**src/rtl/mem_arbiter.sv**
```systemverilog
// mem_arbiter: shares single-ported main_mem between fetch and data ports, data first.
// Defining MEM_ARB_STARVE_GUARD_EN lets fetch win after MAX_WAIT denied request cycles.
module mem_arbiter #(
  parameter int ADDR_W   = 32,
  parameter int DATA_W   = 32,
  parameter int MEM_LAT  = 1,
  parameter int MAX_WAIT = 4
) (
  input  logic              i_clk,
  input  logic              i_rst_n,
  input  logic              i_if_req,
  input  logic [ADDR_W-1:0] i_if_addr,
  output logic              o_if_gnt,
  output logic              o_if_rvalid,
  output logic [DATA_W-1:0] o_if_rdata,
  input  logic              i_d_req,
  input  logic              i_d_we,
  input  logic [ADDR_W-1:0] i_d_addr,
  input  logic [DATA_W-1:0] i_d_wdata,
  output logic              o_d_gnt,
  output logic              o_d_rvalid,
  output logic [DATA_W-1:0] o_d_rdata,
  output logic [ADDR_W-1:0] o_mem_addr,
  output logic              o_mem_wr_en,
  output logic [DATA_W-1:0] o_mem_wr_val,
  input  logic [DATA_W-1:0] i_mem_rd_val,
  output logic              o_busy
);
  localparam int CNT_W = $clog2(MEM_LAT > 2 ? MEM_LAT : 2);
  typedef enum logic [1:0] {IDLE, ACCESS, RESP} state_t;
  state_t            state_q, state_d;
  logic [CNT_W-1:0]  cnt_q, cnt_d;
  logic              own_data_q, own_data_d;
  logic              we_q, we_d;
  logic [ADDR_W-1:0] addr_q, addr_d;
  logic [DATA_W-1:0] wdata_q, wdata_d, rdata_q, rdata_d;
  logic              access, resp, arb, if_prio, d_win;

  if (MEM_LAT < 1 || MAX_WAIT < 1) begin : g_param_check
    $error("mem_arbiter: MEM_LAT and MAX_WAIT must be >= 1");
  end

`ifdef MEM_ARB_STARVE_GUARD_EN
  localparam int WAIT_W = $clog2(MAX_WAIT + 1);
  logic [WAIT_W-1:0] wait_q, wait_d;
  assign if_prio = wait_q == WAIT_W'(MAX_WAIT);
  assign wait_d  = (!i_if_req || o_if_gnt) ? '0 : if_prio ? wait_q : wait_q + 1'b1;
  always_ff @(posedge i_clk) wait_q <= !i_rst_n ? '0 : wait_d;
`else
  assign if_prio = 1'b0;
`endif

  assign access   = state_q == ACCESS;
  assign resp     = state_q == RESP;
  // RESP arbitrates like IDLE so a new grant overlaps the response cycle
  assign arb      = i_rst_n && !access;
  assign d_win    = i_d_req && !(if_prio && i_if_req);
  assign o_d_gnt  = arb && d_win;
  assign o_if_gnt = arb && i_if_req && !d_win;

  always_comb begin
    state_d    = state_q;
    cnt_d      = cnt_q;
    own_data_d = own_data_q;
    we_d       = we_q;
    addr_d     = addr_q;
    wdata_d    = wdata_q;
    rdata_d    = rdata_q;
    if (access) begin
      cnt_d = cnt_q == '0 ? cnt_q : cnt_q - 1'b1;
      if (cnt_q == '0) begin
        state_d = RESP;
        rdata_d = we_q ? '0 : i_mem_rd_val;
      end
    end else if (o_d_gnt || o_if_gnt) begin
      state_d    = ACCESS;
      cnt_d      = CNT_W'(MEM_LAT - 1);
      own_data_d = o_d_gnt;
      we_d       = o_d_gnt && i_d_we;
      addr_d     = o_d_gnt ? i_d_addr : i_if_addr;
      wdata_d    = o_d_gnt ? i_d_wdata : '0;
    end else begin
      state_d = IDLE;
    end
  end

  always_ff @(posedge i_clk) begin
    if (!i_rst_n) begin
      state_q    <= IDLE;
      cnt_q      <= '0;
      own_data_q <= 1'b0;
      we_q       <= 1'b0;
      addr_q     <= '0;
      wdata_q    <= '0;
      rdata_q    <= '0;
    end else begin
      state_q    <= state_d;
      cnt_q      <= cnt_d;
      own_data_q <= own_data_d;
      we_q       <= we_d;
      addr_q     <= addr_d;
      wdata_q    <= wdata_d;
      rdata_q    <= rdata_d;
    end
  end

  assign o_busy       = access;
  assign o_mem_addr   = access ? addr_q : '0;
  assign o_mem_wr_en  = access && we_q && cnt_q == CNT_W'(MEM_LAT - 1);
  assign o_mem_wr_val = access ? wdata_q : '0;
  assign o_if_rvalid  = resp && !own_data_q;
  assign o_d_rvalid   = resp && own_data_q;
  assign o_if_rdata   = o_if_rvalid ? rdata_q : '0;
  assign o_d_rdata    = o_d_rvalid ? rdata_q : '0;
endmodule

```
**config.mk**
```make
export PLATFORM = sky130hd
export DESIGN_NAME = mem_arbiter
export DESIGN_NICKNAME = d
export VERILOG_FILES = /design/src/rtl/mem_arbiter.sv
export SDC_FILE = /design/constraint.sdc
export NUM_CORES = 1
export LEC_CHECK = 0
export CAP_MARGIN = 20
export CORE_ASPECT_RATIO = 0.5
export CORE_MARGIN = 1.5
export CORE_UTILIZATION = 31
export DETAILED_ROUTE_END_ITERATION = 12
export GPL_TIMING_DRIVEN = 0
export PLACE_DENSITY = 0.66
export SKIP_CTS_REPAIR_TIMING = 1
export SYNTH_ARGS = -nofsm -noshare
export SYNTH_HDL_FRONTEND = slang
export SYNTH_SLANG_ARGS = --single-unit
```
**constraint.sdc**
```tcl
create_clock -name i_clk -period 2.3 [get_ports i_clk]
set_input_delay 0.23 -clock i_clk [delete_from_list [all_inputs] [get_ports i_clk]]
set_output_delay 0.23 -clock i_clk [all_outputs]
set_load 0.02 [all_outputs]
```
==> results.py <==
metrics = {
    "outcome": {
        "status": "finished clean",
    },
    "die": {
        "die_h_um": 88.8,
        "io_pins": 267,
        "coreArea_um2": 14400,
        "die_w_um": 175,
        "row_count": 31,
        "die_area_um2": 15500,
        "start_util_pct": 31.7,
    },
    "detailed_routing": {
        "ant_nets": 0,
        "viasPerCell": 4.66,
        "detail_route.first_pass.iterations": 4,
        "route.detailed.drc": 0,
        "routedWlPerCell_um": 16.0,
        "routed_wl_um": 15500,
        "vias": 4496,
        "drt-initial-drc-count": 210,
    },
    "sta": {
        "rsz0062_at_grt": "true",
        "setup_ws_ns": 0.0111,
        "post-route-period-util_pct": 99.5,
        "relSlewSlack_pct": 67.8,
        "setup_viol": 0,
        "hold_viol": 0,
        "drv_slew": 0,
        "max_freq_ghz": 0.437,
        "tightest_slew_ns": 0.482,
        "hold_ws_ns": 0.212,
        "fin_skew_ns": 0.00950,
        "fin_crit_ns": 2.29,
    },
    "power_and_ir_drop": {
        "p_leak_nw": 4.54,
        "power_density_nw_per_um2": 540,
        "ir_drop_uv": 364,
    },
    "final_layout": {
        "nets": 894,
        "ff_latch_area_um2": 2000,
        "n_antenna_cell": 0,
        "multi_input_area_um2": 2330,
        "drive_gt1_share_pct": 11.9,
        "syn_to_final_growth_pct": 75.1,
        "num-fill-cells": 1319,
    },
    "place": {
        "place_ws_ns": -0.0715,
        "dp_hpwl_um": 11800,
        "globalplace.congestion": 0.708,
        "io_buffers": 264,
    },
    "setup_path": {
        "end_kind": "output port",
        "cp.required_ns": 2.07,
        "crit_slowest_cell": "clkdlybuf4s50_1",
        "critical_path_class": "reg -> out",
        "critical_path.startpoint_type": "flop",
        "crit_start": "state_q[0]$_SDFF_PN0_",
        "worst-path-buf-inv": 2,
        "reg2reg_from": "state_q[1]$_SDFF_PN0_",
        "crit_path_max_incr_delay_ns": 0.61,
        "cpLargestDelayFamily": "buffers and inverters",
        "cp_cell_sequence": "nor3b_4 > clkbuf_4 > and2_1 > clkdlybuf4s50_1",
        "cp.arrival_ns": 2.06,
        "path_max_fanout": 10,
    },
    "grt": {
        "track_usage_pct": 19.0,
        "grt_overflow": 0,
        "grt_pass1_wl_um": 23100,
        "grt_start_max_net_pins": 17,
        "grt_pass1_vias": 4226,
        "antenna_found_initial": 0,
    },
    "cts": {
        "insertion_delay_ns": 0.34,
        "cts_tree": "built",
        "clock-sinks": 100,
        "root_buffer": "clkbuf_16",
        "htreeDepth": 3,
        "cts_buffers": 9,
        "clk_pin_slew_ns": 0.07,
        "clockBufferDepth": 2,
    },
    "synthesis": {
        "ys_types": 27,
        "netlist.top_cell.by_area": "dfxtp_1",
        "netlist_area_um2": 4570,
        "synth_top_area_share_pct": 43.8,
        "avgSynthCellArea_um2": 9.38,
        "synth-seq-cells": 100,
        "yosysSeqAreaShare_pct": 43.8,
        "syn_inst": 487,
        "synth_warnings": 0,
        "synthesis.nets": 620,
        "yosys-top-cells-area": "dfxtp_1 (44%), and2_1 (18%), a22o_1 (12%)",
    },
    "min_path": {
        "hp-start": "i_rst_n",
        "worstHoldPathType": "in -> reg",
    },
    "job": {
        "max-cap-violations": 0,
    },
}
worst paths after layout:
check             depth (start not counted)                       end  slack (ns)
setup / recovery                          4            o_if_rdata[15]        0.01
hold / removal                            2    addr_q[1]$_SDFFE_PN0P_        0.21
setup reg to reg                          5  rdata_q[22]$_SDFFE_PN0N_        0.80
hold reg to reg                           1   wdata_q[1]$_SDFFE_PN0P_        0.47
registers in the layout (all words and copies together) (netlist names):
signal and count:
addr_q 32, wdata_q 32, state_q 2, rdata_q 32, we_q 1, own_data_q 1
stage by stage:
stage | total power, mW | setup TNS [ns] | instances | cell area, um2 | util [%]
after floorplan | 2.37 | 0 | 487 | 4570 | -
after global placement | 2.80 | -0.0459 | 949 | 7460 | 51.7
after detailed placement | 2.82 | -0.847 | 949 | 7460 | 51.7
after CTS | 4.36 | -29.84 | 965 | 7760 | 53.8
after global routing | 4.51 | -2.03 | 964 | 8000 | 55.4
final | 4.32 | 0 | 964 | 8000 | 55.4
power breakdown:
group / leakage (nW) / total (mW) / switching, mW / internal [mW]
Sequential: 0.824 / 1.93 / 0.0703 / 1.86
Clock: 0.153 / 1.54 / 0.669 / 0.874
Combinational: 3.56 / 0.842 / 0.365 / 0.478
Total: 4.54 / 4.32 / 1.10 / 3.22
cells in the final DEF (no fill, tap or decap), drive strengths merged:
cell type / n
clkdlybuf4s50: 183
and2: 129
dfxtp: 100
dlymetal6s2s: 81
a22o: 65
nor2: 35
a21oi: 32
o221a: 32
nor2b: 31
buf: 29
clkbuf: 28
clkinv: 4
inv: 4
nand2b: 2
nor3: 2
and3: 1
and3b: 1
nor3b: 1
nor4: 1
o21a: 1
o21ai: 1
nand2: 1
o31a: 1
bufinv: 1
worst register-to-register path, cell delays in order (launching register included):
cell and delay [ns]:
dfxtp_1 0.35, nand2b_4 0.17, inv_2 0.07, nor2_1 0.35
buf_2 0.32, a22o_1 0.18
logic make-up after synthesis:
logic type | share of synthesized area (%)
flops | 43.8
buf+inv | 5.53
simple gates | 26.3
compound gates | 24.3
area by class of cell:
cell class | count | area share [%]
sequential | 100 | 25.0
buffer | 47 | 3.32
clock buffer | 10 | 2.99
multi-input combinational | 336 | 29.1
clock inverter | 6 | 0.782
inverter | 3 | 0.141
tap | 198 | 3.10
timing repair buffer | 264 | 35.6
synth_stat cells, drive strengths merged:
cell type	n
o21a	1
and3b	1
nand2b	2
and2	129
a22o	65
nor2b	31
nor3	2
nand2	1
dfxtp	100
inv	3
clkbuf	20
o31a	1
o21ai	1
o221a	32
buf	28
nor4	1
and3	1
nor2	35
nor3b	1
a21oi	32
layer usage:
layer | global-route usage [%] | vias up | share of wire (%)
met5 | 0 | - | 0
met4 | 5.28 | 0 | 1.2
met3 | 3.99 | 16 | 4.3
met2 | 32.7 | 123 | 49
met1 | 24.4 | 2111 | 46
li1 | - | 2246 | -
(Power assumes the default switching activity.)
